===== config.mk =====
export PLATFORM = sky130hd
export DESIGN_NAME = bus_xfer_ctrl
export DESIGN_NICKNAME = d
export VERILOG_FILES = /design/src/rtl/bus_xfer_pkg.sv /design/src/rtl/xfer_src_mux.sv /design/src/rtl/bus_xfer_ctrl.sv
export SDC_FILE = /design/constraint.sdc
export NUM_CORES = 1
export LEC_CHECK = 0
export ABC_AREA = 0
export BUFFER_PORTS_ARGS = -buffer_cell sky130_fd_sc_hd__buf_4
export CAP_MARGIN = 20
export CORE_MARGIN = 5
export CORE_UTILIZATION = 44
export CTS_BUF_LIST = sky130_fd_sc_hd__clkbuf_8
export DETAILED_ROUTE_END_ITERATION = 16
export HOLD_SLACK_MARGIN = 0.08
export PLACE_DENSITY = 0.8
export SLEW_MARGIN = 40
export SYNTH_ARGS = -nofsm -noshare
export SYNTH_HDL_FRONTEND = slang
export SYNTH_SLANG_ARGS = --single-unit

===== constraint.sdc =====
create_clock -name clk -period 4.3 [get_ports clk]
set_input_delay 0.215 -clock clk [delete_from_list [all_inputs] [get_ports clk]]
set_output_delay 0.215 -clock clk [all_outputs]
set_load 0.05 [all_outputs]

===== src/rtl/bus_xfer_pkg.sv =====
// Shared definitions for the bus transfer controller: FSM states, source codes
// and default sizing.
package bus_xfer_pkg;
  localparam int DEF_DW        = 8;
  localparam int DEF_MAX_BURST = 4;

  typedef enum logic [1:0] {
    ST_IDLE = 2'd0,
    ST_XFER = 2'd1,
    ST_DONE = 2'd2
  } state_t;

  // Same codes the arbiter uses for its a/b/c states.
  typedef enum logic [1:0] {
    SRC_NONE = 2'd0,
    SRC1     = 2'd1,
    SRC2     = 2'd2,
    SRC3     = 2'd3
  } src_t;

  function automatic logic [2:0] src_onehot(input src_t s);
    case (s)
      SRC1:    return 3'b001;
      SRC2:    return 3'b010;
      SRC3:    return 3'b100;
      default: return 3'b000;
    endcase
  endfunction
endpackage


===== src/rtl/xfer_src_mux.sv =====
// Zero-cycle 3:1 selection of the offered data word and its last flag by
// source code; SRC_NONE yields zeros.
module xfer_src_mux
  import bus_xfer_pkg::*;
#(
  parameter int DW = DEF_DW
) (
  input  src_t          src,
  input  logic [DW-1:0] d1,
  input  logic [DW-1:0] d2,
  input  logic [DW-1:0] d3,
  input  logic          last1,
  input  logic          last2,
  input  logic          last3,
  output logic [DW-1:0] dsel,
  output logic          lsel
);
  always_comb begin
    dsel = '0;
    lsel = 1'b0;
    case (src)
      SRC1:    begin dsel = d1; lsel = last1; end
      SRC2:    begin dsel = d2; lsel = last2; end
      SRC3:    begin dsel = d3; lsel = last3; end
      default: ;
    endcase
  end
endmodule


===== src/rtl/bus_xfer_ctrl.sv =====
// Moves a burst of words from the granted requester onto a ready/valid bus,
// ending on the requester's last word or after MAX_BURST words.
module bus_xfer_ctrl
  import bus_xfer_pkg::*;
#(
  parameter int DW        = DEF_DW,
  parameter int MAX_BURST = DEF_MAX_BURST
) (
  input  logic          clk,
  input  logic          rst,
  input  logic          gt1,
  input  logic          gt2,
  input  logic          gt3,
  input  logic [DW-1:0] d1,
  input  logic [DW-1:0] d2,
  input  logic [DW-1:0] d3,
  input  logic          last1,
  input  logic          last2,
  input  logic          last3,
  input  logic          bus_ready,
  output logic [DW-1:0] bus_data,
  output logic          bus_valid,
  output logic [1:0]    bus_src,
  output logic          ack1,
  output logic          ack2,
  output logic          ack3,
  output logic          done1,
  output logic          done2,
  output logic          done3,
  output logic          err_multi,
  output logic          err_abort
);
  localparam int CW = $clog2(MAX_BURST) + 1;

  state_t        state, state_n;
  src_t          src, src_n;
  logic [CW-1:0] cnt, cnt_n;
  logic          set_multi, set_abort;
  logic [DW-1:0] dsel;
  logic          lsel, gsel;
  logic [2:0]    src_oh, ack_v, done_v;
  logic [1:0]    ngt;

  xfer_src_mux #(.DW(DW)) u_mux (
    .src   (src),
    .d1    (d1),
    .d2    (d2),
    .d3    (d3),
    .last1 (last1),
    .last2 (last2),
    .last3 (last3),
    .dsel  (dsel),
    .lsel  (lsel)
  );

  assign src_oh = src_onehot(src);
  assign gsel   = |(src_oh & {gt3, gt2, gt1});
  assign ngt    = 2'(gt1) + 2'(gt2) + 2'(gt3);

  always_ff @(posedge clk) begin
    if (rst) begin
      state     <= ST_IDLE;
      src       <= SRC_NONE;
      cnt       <= '0;
      err_multi <= 1'b0;
      err_abort <= 1'b0;
    end else begin
      state <= state_n;
      src   <= src_n;
      cnt   <= cnt_n;
      if (set_multi) err_multi <= 1'b1;
      if (set_abort) err_abort <= 1'b1;
    end
  end

  always_comb begin
    state_n   = state;
    src_n     = src;
    cnt_n     = cnt;
    set_multi = 1'b0;
    set_abort = 1'b0;
    bus_valid = 1'b0;
    bus_data  = '0;
    bus_src   = SRC_NONE;
    ack_v     = 3'b000;
    done_v    = 3'b000;
    case (state)
      ST_IDLE: begin
        if (ngt == 2'd1) begin
          src_n   = gt1 ? SRC1 : (gt2 ? SRC2 : SRC3);
          cnt_n   = '0;
          state_n = ST_XFER;
        end else if (ngt > 2'd1) begin
          set_multi = 1'b1;
        end
      end
      ST_XFER: begin
        bus_src = src;
        // A dropped grant wins over acceptance; valid is withheld so no
        // word can be taken without its ack.
        if (!gsel) begin
          set_abort = 1'b1;
          src_n     = SRC_NONE;
          state_n   = ST_IDLE;
        end else begin
          bus_valid = 1'b1;
          bus_data  = dsel;
          if (bus_ready) begin
            ack_v = src_oh;
            cnt_n = cnt + CW'(1);
            if (lsel || cnt == CW'(MAX_BURST - 1)) state_n = ST_DONE;
          end
        end
      end
      ST_DONE: begin
        bus_src = src;
        done_v  = src_oh;
        if (!gsel) begin
          src_n   = SRC_NONE;
          state_n = ST_IDLE;
        end
      end
      default: begin
        src_n   = SRC_NONE;
        state_n = ST_IDLE;
      end
    endcase
  end

  assign {ack3, ack2, ack1}    = ack_v;
  assign {done3, done2, done1} = done_v;
endmodule


* After elaboration in Yosys (flattened, before gate mapping) *
Cells that the tools add are included.

storage, ports and cells
  register bits = 9
  word-level logic and storage cells = 63

cells by class
  reduce and logical (&&, ||, !) cells = 8
  add/sub/neg operators = 3
  bitwise logic cells = 1
  muxes and demuxes = 31
  order comparisons = 1
  eq/ne operators = 14

operator list
  operator                                              count
  one-hot mux 8 bit (3 select lines)                    1
  2-to-1 mux 3 bit                                      7
  2-to-1 mux 2 bit                                      8
  2-to-1 mux 8 bit                                      2
  inequality test 2 bit (second input constant)         5
  one-hot mux 3 bit (3 select lines)                    1
  2-to-1 mux 1 bit                                      8
  AND reduction 4 bit                                   2
  equality test 2 x 1 -> 1 bit (second input constant)  3
  equality test 2 bit (second input constant)           3
  inequality test 3 bit (second input constant)         2
  one-hot mux 2 bit (3 select lines)                    1
  one-hot mux 3 bit (2 select lines)                    1
  one-hot mux 2 bit (2 select lines)                    1
  adder 3 x 1 -> 3 bit (second input constant)          1
  AND 3 bit                                             1
  equality test 3 x 2 -> 1 bit (second input constant)  1
  one-hot mux 1 bit (3 select lines)                    1
  OR reduction 3 bit                                    1
  adder 1 x 1 -> 2 bit                                  1
  adder 2 x 1 -> 2 bit                                  1
  > comparator 2 x 1 -> 1 bit (second input constant)   1
  logical NOT 2 bit                                     1
  AND reduction 2 bit                                   1
  other kinds (3)                                       3

* Logic depth before layout (Yosys ltp) *
  depth after elaboration = 7
  depth in mapped cells = 7
  gate-level depth less buffers = 6

* By module *
From an unflattened synthesis, not the netlist that was laid out.

unflattened totals
  cell total of the unflattened synthesis = 106
  area, all modules = 929.6 um^2

modules (own cells, without submodules)
  module         sequential area each (um^2)  instances  area an instance (um^2)  cells an instance
  bus_xfer_ctrl  180.2                        1          718.2                    84
  xfer_src_mux   0.0                          1          211.5                    22

* Worst setup path before layout *
No wires, ideal clock.

  path kind = register to output
  start = register src[1]
  end = output port ack2
  buffers on the path = 1
  path slack = 1.845 ns
  data arrival time = 2.240 ns
  stages on the path, launching flop included = 5
  required time = 4.085 ns
  cells stage by stage = dfxtp_1 buf_1 mux2i_1 nand3_1 nor3b_1

between the ends
  longest elaborated chain between the ends = 6
  elaborated cells on any way between the ends = 9

RTL lines
  what                                                                 RTL line              RTL
  from (decl)                                                          bus_xfer_ctrl.sv:36   src_t src, src_n;
  from (signal assigned)                                               bus_xfer_ctrl.sv:69   src <= src_n;
  equality test 2 bit or equality test 2 x 1 -> 1 bit (tied branches)  bus_xfer_pkg.sv:22    case (s)
  one-hot mux 3 bit (3 select lines) *                                 bus_xfer_pkg.sv:22
  AND 3 bit                                                            bus_xfer_ctrl.sv:57   assign gsel = |(src_oh & {gt3, gt2, gt1});
  OR reduction 3 bit                                                   bus_xfer_ctrl.sv:57
  2-to-1 mux 3 bit *                                                   bus_xfer_ctrl.sv:101  if (!gsel) begin
  2-to-1 mux 3 bit *                                                   bus_xfer_ctrl.sv:87   case (state)
  to (decl)                                                            bus_xfer_ctrl.sv:25   output logic ack2,

Every way passes the cells marked *; elsewhere a longest branch is shown, timed or not.

* Worst setup path in the final report *
  start = register src[0]
  end = output port bus_data[1]

between the ends
  longest elaborated chain between the ends = 6
  elaborated cells on any way between the ends = 9

RTL lines
  what                                                                 RTL line                                RTL
  equality test 2 bit or equality test 2 x 1 -> 1 bit (tied branches)  bus_xfer_pkg.sv:22, xfer_src_mux.sv:21
  one-hot mux 3 bit (3 select lines)                                   bus_xfer_pkg.sv:22
  AND 3 bit                                                            bus_xfer_ctrl.sv:57
  OR reduction 3 bit                                                   bus_xfer_ctrl.sv:57
  2-to-1 mux 8 bit *                                                   bus_xfer_ctrl.sv:101
  2-to-1 mux 8 bit *                                                   bus_xfer_ctrl.sv:87
  to (decl)                                                            bus_xfer_ctrl.sv:21                     output logic [DW-1:0] bus_data,

Marked as above.

==> flow_summary.toml <==
[synthesis]
synth_edf_count = 0
yosys_warnings = 0
synthFlopType = "dfxtp_1"
netlist_instances = 118
syn_area_um2 = 928
syn_avg_cell_area_um2 = 7.87
yosys.area_share.adder = 0.0889
synth-xor-area-share = 0
synth-seq-area-share = 0.194
muxShareOfSynthArea = 0.168
ys_ff_latch = 9
synth_top_area_frac = 0.194
synth_top_family_by_area = "simple AND/OR/NAND/NOR gates"
async_flop_share = 0
synthDistinctLibCells = 32
syn_nets = 157
synth.most_common_cell = "nor2_1"
synthSimpleGateAreaFrac = 0.255
netlist_top_cells_area = "dfxtp_1 19%, mux2_2 11%, ha_1 6.7%"
synth-compound-area-share = 0.217
synthTopCellsByCount = "13 x nor2_1, 9 x dfxtp_1, 9 x mux2_2"
synth_top_area_cell = "dfxtp_1"

[global_route]
overflow = 0
antenna_found_initial = 0
grt_pass1_wl_um = 4860
grt_pass1_vias = 1111
grt_use_total = 0.188
grt_max_degree = 22

[placement]
io_buffers = 51
dp_hpwl_um = 2200
place_inst = 187
gp_congestion = 0.808

[detailed_routing]
drt_iter0_markers = 23
num_vias = 1063
dr.pass1.iters = 4
antenna_left = 0
vias_per_cell = 5.57
avgRoutedWirePerCell_um = 14.6
drc_errors = 0
wl_um = 2800

[timing]
fmax_ghz = 0.407
setup_viol = 0
hold_violations = 0
grt_setup_unrepaired = "false"
slew_viol_final = 0
whs_ns = 0.219
min_period_ns = 2.46
slew_headroom = 0.537
min_period_over_period = 0.571
setup_tns_ns = 0
worst_pin_slew_ns = 0.693
clock_skew_ns = 0.00512

[setup_path]
worst_setup_path_start_kind = "flop"
slowest_delay_ns = 0.75
worst-r2r-setup-slack_ns = 2.22
critPathSlowestCell = "dfxtp_1"
path_max_fanout = 19
worstSetupPathType = "flop to output port"
end_kind = "output port"
cp.arrival_ns = 2.24
crit_top_cell = "mux2i_1"
crit_chain = "mux2i_1, mux2i_1, nand2_1, nor2_1, buf_4"
cp_num_buf_inv = 1
worstPathRequired_ns = 4.09
critPathTopFamily = "flip-flops"

[layout]
fin_nets = 204
area_growth_pct = 45.3
nFillCells = 172
num_antenna_cells = 0
final_cell_count_no_fill = 191
layout-drive-gt1-share = 0.415

[floorplanning]
dieArea_um2 = 3130
placementRows = 16
core_area_um2 = 1980
num_io_pins = 52
fp.dieH_um = 55.9
die_x_um = 55.9
start_util = 0.468

[power_and_ir_drop]
p_per_area_nw_per_um2 = 266
pwr-share-clk = 0.271
power_frac_seq = 0.312
p_sw_w = 0.000132
comb_power_share = 0.417
vdd_drop_max_v = 0.000246
power_w = 0.000358
p_leak_nw = 0.588
intPower_w = 0.000226
sw_frac_of_total = 0.370

[clocking]
cts_setup_buffers = 0
clk_pin_slew_ns = 0.04
cts_tree = "built"
clock_tree.root_cell = "clkbuf_8"
cts_inserted_buffers = 3
holdBufCountCts = 0
insertion_delay_ns = 0.24
cts.sinks = 9
htreeDepth = 1
cts_buffer_depth = 2
post_cts_resized = 0

[status]
status = "completed"

[run]
max_cap_violations = 0

[min_path]
hold_class = "input pin to flop"
power by group through the flow:
stage,Sequential [W],Combinational (W),Clock [W]
final,0.000112,0.000149,0.0000973
after global placement,0.000112,0.000145,0
after floorplan,0.000105,0.000112,0
after CTS,0.000112,0.000149,0.0000993
after global routing,0.000115,0.000163,0.000104
after detailed placement,0.000113,0.000149,0
through the flow:
stage | area [µm²] | worst slack [ns] | util
2_1_floorplan | 928 | 1.85 | -
3_3_place_gp | 1300 | 2.23 | 0.658
3_5_place_dp | 1300 | 2.10 | 0.658
4_1_cts | 1350 | 1.85 | 0.681
5_1_grt | 1350 | 1.58 | 0.681
6_report | 1350 | 1.84 | 0.681
layer usage:
metal / vias up / GRT usage / routed length, µm
li1: 517 / - / -
met1: 472 / 0.209 / 1140
met2: 63 / 0.309 / 1270
met3: 11 / 0.0719 / 301
met4: 0 / 0.102 / 85
met5: - / 0 / 0
layout make-up:
class / count / area, µm² / area share
clock buffer: 3 / 41.3 / 0.0306
clock inverter: 1 / 3.75 / 0.00278
inverter: 8 / 30.0 / 0.0223
multi-input combinational: 92 / 677 / 0.502
sequential: 9 / 180 / 0.134
tap: 27 / 33.8 / 0.0250
timing repair buffer: 51 / 383 / 0.284
worst paths after layout:
kind | end | startpoint | depth (start not counted)
worst min register to register | err_multi | err_multi | 2
worst min-delay path | err_multi | rst | 2
worst max-delay path | bus_data[1] | src[0] | 5
worst max register to register | cnt[1] | src[0] | 4
state kept, by name, indices dropped and copies added (netlist names):
register and cells:
src 2, err_multi 1, state 2, err_abort 1, cnt 3
cell usage in the layout, fill, tap and decap left out, types with 2 or more instances in the layout:
cell type	n
o211ai_1	2
nor2_1	13
nor3_1	2
mux2_2	9
a22oi_1	8
nor3b_1	5
nor2b_1	2
mux2i_1	4
buf_4	51
a211oi_1	2
o2111ai_1	2
a21oi_1	5
o211ai_2	2
nand3b_1	2
nand3_1	4
nand2_1	8
nand2b_1	2
inv_1	9
and2_1	4
ha_1	5
dfxtp_1	9
clkbuf_8	3
o21ai_0	3
kinds of logic (layout without fill, tap and decap cells):
kind of cell | Yosys count | in the layout
AND/OR/NAND/NOR | 45 | 45
AO/OA/AOI/OAI | 27 | 27
buffers and inverters | 17 | 63
multiplexers | 14 | 14
flip-flops | 9 | 9
adder cells (fa/ha/maj) | 6 | 6
No activity file was read; power rests on OpenSTA's default activity.
